==> config.mk <==
export PLATFORM = sky130hd
export DESIGN_NAME = disp_timing_gen
export DESIGN_NICKNAME = d
export VERILOG_FILES = /design/src/rtl/disp_timing_gen_pkg.sv /design/src/rtl/disp_lock_filter.sv /design/src/rtl/disp_timing_gen.sv
export SDC_FILE = /design/constraint.sdc
export NUM_CORES = 1
export LEC_CHECK = 0
export CAP_MARGIN = 10
export CORE_MARGIN = 1
export CORE_UTILIZATION = 55
export DETAILED_ROUTE_END_ITERATION = 12
export GPL_TIMING_DRIVEN = 0
export PLACE_DENSITY = 0.83
export SETUP_SLACK_MARGIN = 0.5
export SYNTH_ARGS = -nofsm -noshare
export SYNTH_HDL_FRONTEND = slang
export SYNTH_HIERARCHICAL = 1
export SYNTH_SLANG_ARGS = --single-unit
export TNS_END_PERCENT = 30
==> constraint.sdc <==
create_clock -name clk -period 3.2 [get_ports clk]
set_clock_uncertainty 0.2 [all_clocks]
set_input_delay 0.48 -clock clk [delete_from_list [all_inputs] [get_ports clk]]
set_output_delay 0.48 -clock clk [all_outputs]
set_load 0.05 [all_outputs]
==> src/rtl/disp_timing_gen_pkg.sv <==
// Shared timing defaults and FSM encoding for the display timing generator.
package disp_timing_gen_pkg;

   // Default panel timing (640x400 @ 800x449 total)
   localparam int DEF_H_ACTIVE = 640;
   localparam int DEF_H_FP     = 16;
   localparam int DEF_H_SYNC   = 96;
   localparam int DEF_H_BP     = 48;
   localparam int DEF_V_ACTIVE = 400;
   localparam int DEF_V_FP     = 12;
   localparam int DEF_V_SYNC   = 2;
   localparam int DEF_V_BP     = 35;
   localparam int DEF_LOCK_CYC = 1024;
   localparam int DEF_CW       = 11;

   typedef enum logic {
      ST_WAIT_LOCK = 1'b0,
      ST_RUN       = 1'b1
   } run_state_t;

   // Total span of one axis: active + front porch + sync + back porch
   function automatic int span_total(input int act, input int fp, input int sync, input int bp);
      return act + fp + sync + bp;
   endfunction

endpackage

==> src/rtl/disp_lock_filter.sv <==
// PLL lock synchroniser and qualification counter; lock_ok is asserted only
// after LOCK_CYC consecutive synced lock-high cycles and drops together with
// the synced lock.
module disp_lock_filter #(
   parameter int LOCK_CYC = 1024
) (
   input  logic clk,
   input  logic resetn,
   input  logic pll_lock,
   output logic lock_ok
);

   localparam int LW = (LOCK_CYC > 1) ? $clog2(LOCK_CYC) : 1;
   localparam logic [LW-1:0] CNT_LAST = LW'(LOCK_CYC - 1);

   logic          lock_meta;
   logic          lock_sync;
   logic [LW-1:0] cnt;

   // Two-flop synchroniser for the asynchronous lock input
   always_ff @(posedge clk or negedge resetn) begin
      if (!resetn) begin
         lock_meta <= 1'b0;
         lock_sync <= 1'b0;
      end else begin
         lock_meta <= pll_lock;
         lock_sync <= lock_meta;
      end
   end

   // Count consecutive synced lock-high cycles, saturating at the last value
   always_ff @(posedge clk or negedge resetn) begin
      if (!resetn) begin
         cnt <= '0;
      end else if (!lock_sync) begin
         cnt <= '0;
      end else if (cnt != CNT_LAST) begin
         cnt <= cnt + 1'b1;
      end
   end

   assign lock_ok = lock_sync && (cnt == CNT_LAST);

endmodule

==> src/rtl/disp_timing_gen.sv <==
// Video timing generator: lock-gated run FSM, x/y raster counters, registered
// sync/de/strobe decode and a sticky pixel underrun flag.
module disp_timing_gen
   import disp_timing_gen_pkg::*;
#(
   parameter int H_ACTIVE = DEF_H_ACTIVE,
   parameter int H_FP     = DEF_H_FP,
   parameter int H_SYNC   = DEF_H_SYNC,
   parameter int H_BP     = DEF_H_BP,
   parameter int V_ACTIVE = DEF_V_ACTIVE,
   parameter int V_FP     = DEF_V_FP,
   parameter int V_SYNC   = DEF_V_SYNC,
   parameter int V_BP     = DEF_V_BP,
   parameter bit HS_POL   = 1'b0,
   parameter bit VS_POL   = 1'b0,
   parameter int LOCK_CYC = DEF_LOCK_CYC,
   parameter int CW       = DEF_CW
) (
   input  logic          clk,
   input  logic          resetn,
   input  logic          pll_lock,
   input  logic          pix_valid,
   output logic          pix_ready,
   output logic          hsync,
   output logic          vsync,
   output logic          de,
   output logic [CW-1:0] x,
   output logic [CW-1:0] y,
   output logic          line_start,
   output logic          frame_start,
   output logic          running,
   output logic          underrun,
   input  logic          underrun_clr
);

   localparam int H_TOTAL = span_total(H_ACTIVE, H_FP, H_SYNC, H_BP);
   localparam int V_TOTAL = span_total(V_ACTIVE, V_FP, V_SYNC, V_BP);

   localparam logic [CW-1:0] H_LAST = CW'(H_TOTAL - 1);
   localparam logic [CW-1:0] V_LAST = CW'(V_TOTAL - 1);
   localparam logic [CW-1:0] H_ACT  = CW'(H_ACTIVE);
   localparam logic [CW-1:0] V_ACT  = CW'(V_ACTIVE);
   localparam logic [CW-1:0] HS_BEG = CW'(H_ACTIVE + H_FP);
   localparam logic [CW-1:0] HS_END = CW'(H_ACTIVE + H_FP + H_SYNC);
   localparam logic [CW-1:0] VS_BEG = CW'(V_ACTIVE + V_FP);
   localparam logic [CW-1:0] VS_END = CW'(V_ACTIVE + V_FP + V_SYNC);

   logic          lock_ok;
   run_state_t    state;
   run_state_t    state_nxt;
   logic          vld_p0;
   logic [CW-1:0] hx_p0;
   logic [CW-1:0] vy_p0;
   logic          de_p0;
   logic          hs_act_p0;
   logic          vs_act_p0;
   logic          ls_p0;
   logic          fs_p0;

   disp_lock_filter #(
      .LOCK_CYC (LOCK_CYC)
   ) u_lock_filter (
      .clk      (clk),
      .resetn   (resetn),
      .pll_lock (pll_lock),
      .lock_ok  (lock_ok)
   );

   // Run-state register
   always_ff @(posedge clk or negedge resetn) begin
      if (!resetn) begin
         state <= ST_WAIT_LOCK;
      end else begin
         state <= state_nxt;
      end
   end

   // Next state; raster is valid only while in RUN with lock still good, so
   // a lock loss idles the outputs on the very next edge
   always_comb begin
      state_nxt = state;
      vld_p0    = 1'b0;
      case (state)
         ST_WAIT_LOCK: if (lock_ok) state_nxt = ST_RUN;
         ST_RUN: begin
            vld_p0 = lock_ok;
            if (!lock_ok) state_nxt = ST_WAIT_LOCK;
         end
         default: state_nxt = ST_WAIT_LOCK;
      endcase
   end

   // ---- stage p0: raster counters (held at origin while not running) ----
   always_ff @(posedge clk or negedge resetn) begin
      if (!resetn) begin
         hx_p0 <= '0;
         vy_p0 <= '0;
      end else if (!vld_p0) begin
         hx_p0 <= '0;
         vy_p0 <= '0;
      end else if (hx_p0 == H_LAST) begin
         hx_p0 <= '0;
         vy_p0 <= (vy_p0 == V_LAST) ? '0 : vy_p0 + 1'b1;
      end else begin
         hx_p0 <= hx_p0 + 1'b1;
      end
   end

   // Region decode of the current counter position
   always_comb begin
      de_p0     = vld_p0 && (hx_p0 < H_ACT) && (vy_p0 < V_ACT);
      hs_act_p0 = vld_p0 && (hx_p0 >= HS_BEG) && (hx_p0 < HS_END);
      vs_act_p0 = vld_p0 && (vy_p0 >= VS_BEG) && (vy_p0 < VS_END);
      ls_p0     = vld_p0 && (hx_p0 == '0);
      fs_p0     = ls_p0 && (vy_p0 == '0);
   end

   // ---- stage p1: registered, mutually aligned outputs ----
   always_ff @(posedge clk or negedge resetn) begin
      if (!resetn) begin
         x           <= '0;
         y           <= '0;
         de          <= 1'b0;
         hsync       <= !HS_POL;
         vsync       <= !VS_POL;
         line_start  <= 1'b0;
         frame_start <= 1'b0;
         running     <= 1'b0;
      end else begin
         x           <= vld_p0 ? hx_p0 : '0;
         y           <= vld_p0 ? vy_p0 : '0;
         de          <= de_p0;
         hsync       <= hs_act_p0 ? HS_POL : !HS_POL;
         vsync       <= vs_act_p0 ? VS_POL : !VS_POL;
         line_start  <= ls_p0;
         frame_start <= fs_p0;
         running     <= vld_p0;
      end
   end

   assign pix_ready = de;

   // Sticky underrun: a new underrun takes priority over a coincident clear
   always_ff @(posedge clk or negedge resetn) begin
      if (!resetn) begin
         underrun <= 1'b0;
      end else if (de && !pix_valid) begin
         underrun <= 1'b1;
      end else if (underrun_clr) begin
         underrun <= 1'b0;
      end
   end

endmodule
==> flow_results.xml, run 1 <==
<?xml version="1.0" encoding="UTF-8"?>
<metrics>
  <group name="logic_synthesis">
    <metric name="syn_inst" unit="">268</metric>
    <metric name="synth-warning-count" unit="">6</metric>
    <metric name="ys_top_cells_by_count" unit="">dfrtp_1 (62), nor2_1 (26), and3_1 (22), nand2_1 (21), nand3_1 (17)</metric>
    <metric name="post_synth_num_cell_types" unit="">52</metric>
    <metric name="netlist_top_cells_area" unit="">dfrtp_1 (55%), and3_1 (4.8%), nor2_1 (3.4%)</metric>
    <metric name="synth_most_common_cell" unit="">dfrtp_1</metric>
    <metric name="syn_nets" unit="">278</metric>
    <metric name="async_flop_share" unit="%">100</metric>
    <metric name="synth_flop_cell" unit="">dfrtp_1</metric>
    <metric name="sequential_to_total_area_share_from_yosys_stat" unit="%">56.5</metric>
    <metric name="synth.top_cell.area_share" unit="%">54.6</metric>
    <metric name="synth.cell_area" unit="sq um">2840</metric>
    <metric name="yosys.area.top_type" unit="">dfrtp_1</metric>
    <metric name="syn-mean-instance-area" unit="sq um">10.6</metric>
    <metric name="synth_edf_count" unit="">0</metric>
    <metric name="seq_cells_post_synth" unit="">64</metric>
  </group>
  <group name="power">
    <metric name="net_load_switching_power" unit="mW">0.331</metric>
    <metric name="switching_fraction_of_total_power" unit="%">21.2</metric>
    <metric name="power_density" unit="nW/um^2">438</metric>
    <metric name="pwr-share-seq" unit="%">52.6</metric>
    <metric name="intPower" unit="mW">1.23</metric>
    <metric name="p_comb_share" unit="%">2.4</metric>
    <metric name="pwr-share-clk" unit="%">45.0</metric>
    <metric name="p_leak" unit="nW">1.62</metric>
    <metric name="ir_drop" unit="mV">0.363</metric>
  </group>
  <group name="worst_setup_path">
    <metric name="critical_path_class" unit="">reg2reg</metric>
    <metric name="critPathSlowestCell" unit="">dfrtp_2</metric>
    <metric name="cp_top_family" unit="">simple AND/OR/NAND/NOR gates</metric>
    <metric name="cell_breakdown_of_the_critical_path" unit="">ha_4 &gt; nand4_4 &gt; or3_4 &gt; nor2_4 &gt; nand2_2 &gt; a31o_2 &gt; buf_6 &gt; a311o_1 &gt; o211ai_1</metric>
    <metric name="bufs_and_invs_on_worst_path" unit="">1</metric>
    <metric name="worst_ep_arrival_time" unit="ns">2.65</metric>
    <metric name="crit_path_end_kind" unit="">register</metric>
    <metric name="critical_path.max_stage_delay" unit="ns">0.43</metric>
    <metric name="worstPathRequired" unit="ns">3.26</metric>
    <metric name="critPathMaxFanout" unit="">10</metric>
    <metric name="critPathLaunchType" unit="">register</metric>
  </group>
  <group name="sta">
    <metric name="maxSlewHeadroom" unit="%">59.0</metric>
    <metric name="setup_tns" unit="ns">0</metric>
    <metric name="grt_setup_unrepaired" unit="">no</metric>
    <metric name="slew_limit_fails" unit="">0</metric>
    <metric name="timing.final.hold_violations" unit="">0</metric>
    <metric name="endpoints_failing_setup" unit="">0</metric>
    <metric name="post_layout_worst_setup_margin" unit="ns">0.613</metric>
    <metric name="final_min_period_over_clock_period" unit="%">80.8</metric>
    <metric name="fmax" unit="MHz">387</metric>
    <metric name="layout_min_cycle_time" unit="ns">2.59</metric>
    <metric name="tightest_slew" unit="ns">0.616</metric>
  </group>
  <group name="finish">
    <metric name="finish.instance_area" unit="sq um">3560</metric>
    <metric name="finish.cell_count_without_fillers" unit="">389</metric>
    <metric name="diodes_inserted" unit="">0</metric>
    <metric name="finish.net_count" unit="">327</metric>
    <metric name="areaGrowthSynthToFinish" unit="%">25.2</metric>
    <metric name="final_core_utilization" unit="%">73.4</metric>
    <metric name="layout-drive-gt1-share" unit="%">13.0</metric>
  </group>
  <group name="cts">
    <metric name="ctsHtreeMaxLevel" unit="">3</metric>
    <metric name="clk_transition_reported_paths" unit="ns">0.07</metric>
    <metric name="clk_path_buf_depth" unit="">2</metric>
    <metric name="clock-sinks" unit="">64</metric>
    <metric name="clock-root-buffer" unit="">clkbuf_8</metric>
    <metric name="cts_inserted_buffers" unit="">9</metric>
    <metric name="clk_latency" unit="ns">0.35</metric>
    <metric name="tritoncts" unit="">yes</metric>
  </group>
  <group name="drt">
    <metric name="wirelength" unit="um">5950</metric>
    <metric name="drt-wirelength-per-cell" unit="um">15.3</metric>
    <metric name="vias" unit="">2224</metric>
    <metric name="post-route-drc-count" unit="">0</metric>
    <metric name="detail-route-antenna-nets" unit="">0</metric>
    <metric name="1st_iter_drt_viols" unit="">145</metric>
    <metric name="firstDrtPassIters" unit="">4</metric>
    <metric name="vias_per_cell" unit="">5.72</metric>
  </group>
  <group name="placed_design">
    <metric name="detailed_place_hpwl" unit="um">4040</metric>
    <metric name="place_area" unit="sq um">3280</metric>
    <metric name="place_worst_setup_slack" unit="ns">-0.0985</metric>
    <metric name="globalplace.congestion" unit="">0.891</metric>
    <metric name="place_inst" unit="">370</metric>
    <metric name="io_buffer_count" unit="">34</metric>
  </group>
  <group name="floorplan">
    <metric name="dieArea" unit="sq um">5460</metric>
    <metric name="num_io_pins" unit="">35</metric>
    <metric name="coreArea" unit="sq um">4850</metric>
    <metric name="initial_core_util" unit="%">58.6</metric>
    <metric name="floorplan.rows" unit="">25</metric>
    <metric name="die_width" unit="um">73.9</metric>
    <metric name="die_height" unit="um">73.9</metric>
  </group>
  <group name="global_routing">
    <metric name="grt_util_all_layers" unit="%">25.2</metric>
    <metric name="antenna_found_initial" unit="">0</metric>
    <metric name="grt_pass1_vias" unit="">2153</metric>
    <metric name="grt_max_degree" unit="">40</metric>
    <metric name="first_pass_grt_wire_length" unit="um">9940</metric>
    <metric name="globalRouteOverflowTotal" unit="">0</metric>
  </group>
  <group name="flow_run">
    <metric name="cap_viol_max_count" unit="">0</metric>
  </group>
  <group name="hold_path">
    <metric name="hp-class" unit="">reg2reg</metric>
  </group>
  <group name="outcome">
    <metric name="outcome" unit="">finished clean</metric>
  </group>
</metrics>
cells in the final DEF, fill, tap and decap left out, drive strengths merged, types with 2 or more instances in the layout:
| master | n |
|---|---|
| a22o | 6 |
| clkdlybuf4s50 | 33 |
| xor2 | 9 |
| buf | 11 |
| nor4b | 3 |
| and2 | 3 |
| nor2 | 27 |
| a21oi | 3 |
| mux2i | 3 |
| o21ai | 10 |
| nand2 | 21 |
| clkbuf | 19 |
| and3 | 22 |
| nand3 | 17 |
| a31o | 2 |
| nand4 | 5 |
| dfrtp | 62 |
| clkinv | 2 |
| nand2b | 2 |
| and4 | 3 |
| inv | 12 |
| ha | 5 |
| a31oi | 4 |
| dfstp | 2 |
| nor4 | 3 |
| nor2b | 2 |
| nor3 | 10 |
sequential cells by signal, summed over array words and instances, names as in the netlist:
name,cells
de,1
hx_p0,11
vsync,1
state,1
line_start,1
x,11
u_lock_filter/lock_meta,1
vy_p0,11
frame_start,1
underrun,1
hsync,1
running,1
u_lock_filter/cnt,10
y,11
u_lock_filter/lock_sync,1
stage by stage:
| step | total power [mW] | hold WS (ns) |
|---|---|---|
| after CTS | 1.57 | 0.157 |
| after floorplan | 0.841 | -0.0156 |
| final | 1.56 | 0.154 |
| after detailed placement | 0.867 | 0.141 |
| after global routing | 1.62 | 0.178 |
| after global placement | 0.864 | 0.133 |
routing by layer:
layer / vias to the layer above / global-route usage (%) / part of all wire, %
met1: 1065 / 32.9 / 45
li1: 1048 / - / -
met4: 0 / 11.1 / 2.0
met5: - / 0 / 0
met3: 15 / 9.74 / 7.2
met2: 96 / 37.5 / 46
worst paths after layout:
path,startpoint,end,slack [ns],depth (start not counted)
setup / recovery,u_lock_filter/cnt[0],vy_p0[10],0.61,9
hold / removal,u_lock_filter/lock_meta,u_lock_filter/lock_sync,0.15,0
setup reg to reg,u_lock_filter/cnt[0],vy_p0[10],0.61,9
max in group asynchronous,resetn,vsync,1.66,3
hold reg to reg,u_lock_filter/lock_meta,u_lock_filter/lock_sync,0.15,0
min in group asynchronous,resetn,hx_p0[8],0.48,2
logic make-up after synthesis:
kind of cell               count (synthesis)  synth area share (%)
AOI/OAI and AO/OA                         40                  10.3
adders and majority gates                  5                  2.20
muxes                                      3                  1.06
xor gates and xnor gates                  10                  3.08
buffers and inverters                     25                  4.31
DFF                                       64                  56.5
and+or+nand+nor                          121                  22.6
cell type report:
class	instances	area [sq um]
Buffer	13	77.6
Clock buffer	13	159
Clock inverter	3	40.0
Fill cell	335	1290
Inverter	12	45.0
Multi-Input combinational cell	179	1170
Sequential cell	64	1610
Tap cell	67	83.8
Timing Repair Buffer	38	380
timing repair:
item	CTS	global route
endpoints found under the hold margin	25	0
gates resized for setup	8	3
endpoints found under the setup margin	32	9
pin swaps	0	1
hold buffers	1	0
buffers inserted	0	2
power by group through the flow:
stage	Sequential [mW]	Clock (mW)	Combinational (mW)
6_report	0.820	0.701	0.0369
5_1_grt	0.820	0.752	0.0434
4_1_cts	0.819	0.715	0.0367
3_5_place_dp	0.833	0	0.0341
3_3_place_gp	0.833	0	0.0307
2_1_floorplan	0.832	0	0.00897
worst register-to-register path, stage by stage, from the launching register on:
cell	delay, ns
dfrtp_2	0.43
ha_4	0.19
nand4_4	0.14
or3_4	0.43
nor2_4	0.17
nand2_2	0.13
a31o_2	0.25
buf_6	0.14
a311o_1	0.32
o211ai_1	0.09
Note: power is estimated with default switching activity, not from simulation.
==> inputs of run 2 (changes only) <==
==> constraint.sdc (replaced) <==
create_clock -name clk -period 2.5 [get_ports clk]
set_clock_uncertainty 0.2 [all_clocks]
set_input_delay 0.375 -clock clk [delete_from_list [all_inputs] [get_ports clk]]
set_output_delay 0.375 -clock clk [all_outputs]
set_load 0.05 [all_outputs]
==> run 2 against run 1 <==
First-iteration DRC count increased by 12%. Setup slack got worse by 0.44 ns. Utilization is 3.3 points higher. Critical path depth did not move. Sequential cell count unchanged. Fmax is 11% higher. Global-route usage increased by 0.82 points. Sequential share of layout area decreased by 2.0 points. Register-to-register slack worse by 0.44 ns. Final cell count grew 3.1%. Worst hold slack worse by 0.0014 ns. Largest cell class unchanged. Clock power increased by 9.8%.
==> flow_results.xml, run 2 (synthesis gave the netlist of run 1 again) <==
<?xml version="1.0" encoding="UTF-8"?>
<metrics>
  <group name="sta">
    <metric name="whs" unit="ns">0.153</metric>
    <metric name="slew_limit_fails" unit="">0</metric>
    <metric name="final_min_period_over_clock_period" unit="%">93.0</metric>
    <metric name="timing.final.hold_violations" unit="">0</metric>
    <metric name="fmax" unit="MHz">430</metric>
    <metric name="grt_setup_unrepaired" unit="">yes</metric>
    <metric name="tightest_slew" unit="ns">0.529</metric>
    <metric name="layout_min_cycle_time" unit="ns">2.32</metric>
    <metric name="endpoints_failing_setup" unit="">0</metric>
    <metric name="post_layout_worst_setup_margin" unit="ns">0.176</metric>
    <metric name="setup_tns" unit="ns">0</metric>
    <metric name="maxSlewHeadroom" unit="%">64.6</metric>
  </group>
  <group name="power">
    <metric name="ir_drop" unit="mV">0.370</metric>
    <metric name="net_load_switching_power" unit="mW">0.406</metric>
    <metric name="p_leak" unit="nW">1.73</metric>
    <metric name="post-layout-total-power" unit="mW">1.88</metric>
    <metric name="pwr-share-seq" unit="%">55.9</metric>
    <metric name="switching_fraction_of_total_power" unit="%">21.6</metric>
    <metric name="p_comb_share" unit="%">3.1</metric>
    <metric name="power_density" unit="nW/um^2">504</metric>
    <metric name="intPower" unit="mW">1.47</metric>
    <metric name="pwr-share-clk" unit="%">41.1</metric>
  </group>
  <group name="finish">
    <metric name="final_core_utilization" unit="%">76.7</metric>
    <metric name="finish.cell_count_without_fillers" unit="">401</metric>
    <metric name="layout.cells.most_common_list" unit="">dfrtp_1 (60), clkdlybuf4s50_1 (30), and3_1 (22), nand2_1 (20), nor2_1 (19)</metric>
    <metric name="fillCellCount" unit="">304</metric>
    <metric name="finish.instance_area" unit="sq um">3720</metric>
    <metric name="areaGrowthSynthToFinish" unit="%">30.9</metric>
    <metric name="final-seq-area" unit="sq um">1610</metric>
    <metric name="diodes_inserted" unit="">0</metric>
    <metric name="layout.cells.most_common" unit="">dfrtp_1</metric>
    <metric name="layout-drive-gt1-share" unit="%">18.9</metric>
    <metric name="multiInputGateArea" unit="sq um">1220</metric>
    <metric name="finish.net_count" unit="">340</metric>
  </group>
  <group name="worst_setup_path">
    <metric name="critPathSlowestCell" unit="">or3_4</metric>
    <metric name="critPathMaxFanout" unit="">6</metric>
    <metric name="r2r_path_start" unit="">u_lock_filter/cnt[0]</metric>
    <metric name="cp_top_family" unit="">simple AND/OR/NAND/NOR gates</metric>
    <metric name="startpoint" unit="">u_lock_filter/cnt[0]</metric>
    <metric name="crit_path_end_kind" unit="">register</metric>
    <metric name="critical_path_class" unit="">reg2reg</metric>
    <metric name="cell_breakdown_of_the_critical_path" unit="">ha_4 &gt; nand4_4 &gt; or3_4 &gt; nor2_4 &gt; nand2_4 &gt; a31o_4 &gt; buf_8 &gt; a311o_1 &gt; o211ai_1</metric>
    <metric name="critical_path.max_stage_delay" unit="ns">0.40</metric>
    <metric name="critPathLaunchType" unit="">register</metric>
    <metric name="worstPathRequired" unit="ns">2.54</metric>
    <metric name="bufs_and_invs_on_worst_path" unit="">1</metric>
    <metric name="worst_ep_arrival_time" unit="ns">2.37</metric>
  </group>
  <group name="global_routing">
    <metric name="globalRouteMet3Util" unit="%">6.72</metric>
    <metric name="antenna_found_initial" unit="">0</metric>
    <metric name="grt_busiest_layer" unit="">met2</metric>
    <metric name="grt.met2_usage" unit="%">41.9</metric>
    <metric name="first_pass_grt_wire_length" unit="um">10400</metric>
    <metric name="grt_max_degree" unit="">42</metric>
    <metric name="grt_util_all_layers" unit="%">26.1</metric>
    <metric name="globalRouteOverflowTotal" unit="">0</metric>
    <metric name="grt_pass1_vias" unit="">2152</metric>
    <metric name="grtUsageMet1" unit="%">33.9</metric>
  </group>
  <group name="placed_design">
    <metric name="place_area" unit="sq um">3340</metric>
    <metric name="io_buffer_count" unit="">34</metric>
    <metric name="place_inst" unit="">370</metric>
    <metric name="place_worst_setup_slack" unit="ns">-0.182</metric>
    <metric name="globalplace.congestion" unit="">0.887</metric>
    <metric name="detailed_place_hpwl" unit="um">4080</metric>
  </group>
  <group name="drt">
    <metric name="post-route-drc-count" unit="">0</metric>
    <metric name="wirelength" unit="um">6460</metric>
    <metric name="vias_per_cell" unit="">5.78</metric>
    <metric name="vias" unit="">2316</metric>
    <metric name="drt-wirelength-per-cell" unit="um">16.1</metric>
    <metric name="firstDrtPassIters" unit="">4</metric>
    <metric name="1st_iter_drt_viols" unit="">162</metric>
    <metric name="detail-route-antenna-nets" unit="">0</metric>
  </group>
  <group name="flow_run">
    <metric name="cap_viol_max_count" unit="">0</metric>
  </group>
  <group name="cts">
    <metric name="ctsHtreeMaxLevel" unit="">3</metric>
    <metric name="tritoncts" unit="">yes</metric>
    <metric name="clk_latency" unit="ns">0.33</metric>
    <metric name="clk_transition_reported_paths" unit="ns">0.07</metric>
    <metric name="clock-sinks" unit="">64</metric>
    <metric name="cts_inserted_buffers" unit="">9</metric>
    <metric name="clock-root-buffer" unit="">clkbuf_8</metric>
    <metric name="clk_path_buf_depth" unit="">2</metric>
  </group>
  <group name="floorplan">
    <metric name="die_width" unit="um">73.9</metric>
    <metric name="initial_core_util" unit="%">58.6</metric>
    <metric name="die_height" unit="um">73.9</metric>
    <metric name="dieArea" unit="sq um">5460</metric>
    <metric name="floorplan.rows" unit="">25</metric>
    <metric name="coreArea" unit="sq um">4850</metric>
    <metric name="num_io_pins" unit="">35</metric>
  </group>
  <group name="hold_path">
    <metric name="hp-class" unit="">reg2reg</metric>
    <metric name="hold_path.startpoint" unit="">u_lock_filter/lock_meta</metric>
  </group>
  <group name="outcome">
    <metric name="outcome" unit="">finished clean</metric>
  </group>
</metrics>
==> run 2: cell types whose count changed in the layout (fill, tap and decap cells not counted), sizes merged <==
| cell | previous run | this run |
|---|---|---|
| bufinv | 1 | 0 |
| clkinvlp | 0 | 1 |
| buf | 11 | 23 |
| dlymetal6s2s | 0 | 3 |
| clkdlybuf4s50 | 33 | 30 |
==> run 2: area by class of cell <==
cell class | instances | area share, %
repair buffers | 51 | 13.6
clock buffers | 12 | 4.17
multi-input cells | 179 | 32.8
clock inverters | 3 | 0.471
flip-flops and latches | 64 | 43.2
inverters | 12 | 1.21
plain buffers | 13 | 2.29
well taps | 67 | 2.25
==> run 2: routing by layer <==
layer	routed length (um)	up-vias
li1	-	1081
met2	3240	91
met4	101	0
met5	0	-
met1	2750	1132
met3	365	12
==> run 2: final timing paths <==
check / cells past startpoint / slack (ns) / to
worst min-delay path: 0 / 0.15 / u_lock_filter/lock_sync
max in group asynchronous: 3 / 1.10 / vsync
worst max register to register: 9 / 0.18 / vy_p0[10]
min in group asynchronous: 2 / 0.35 / y[6]
worst min register to register: 0 / 0.15 / u_lock_filter/lock_sync
worst max-delay path: 9 / 0.18 / vy_p0[10]
==> run 2: power by group through the flow <==
stage	clock (mW)	combinational, mW	sequential [mW]
global placement	0	0.0415	1.07
detailed placement	0	0.0460	1.07
CTS	0.787	0.0546	1.05
finish	0.770	0.0573	1.05
global route	0.831	0.0655	1.05
floorplan	0	0.0137	1.07
==> run 2: repair_timing <==
action,in CTS,in global routing
hold buffers,1,0
setup endpoints to repair,74,72
gates resized for setup,9,11
buffers inserted,9,4
gates cloned,1,1
endpoints found under the hold margin,22,0
pin swaps,6,3
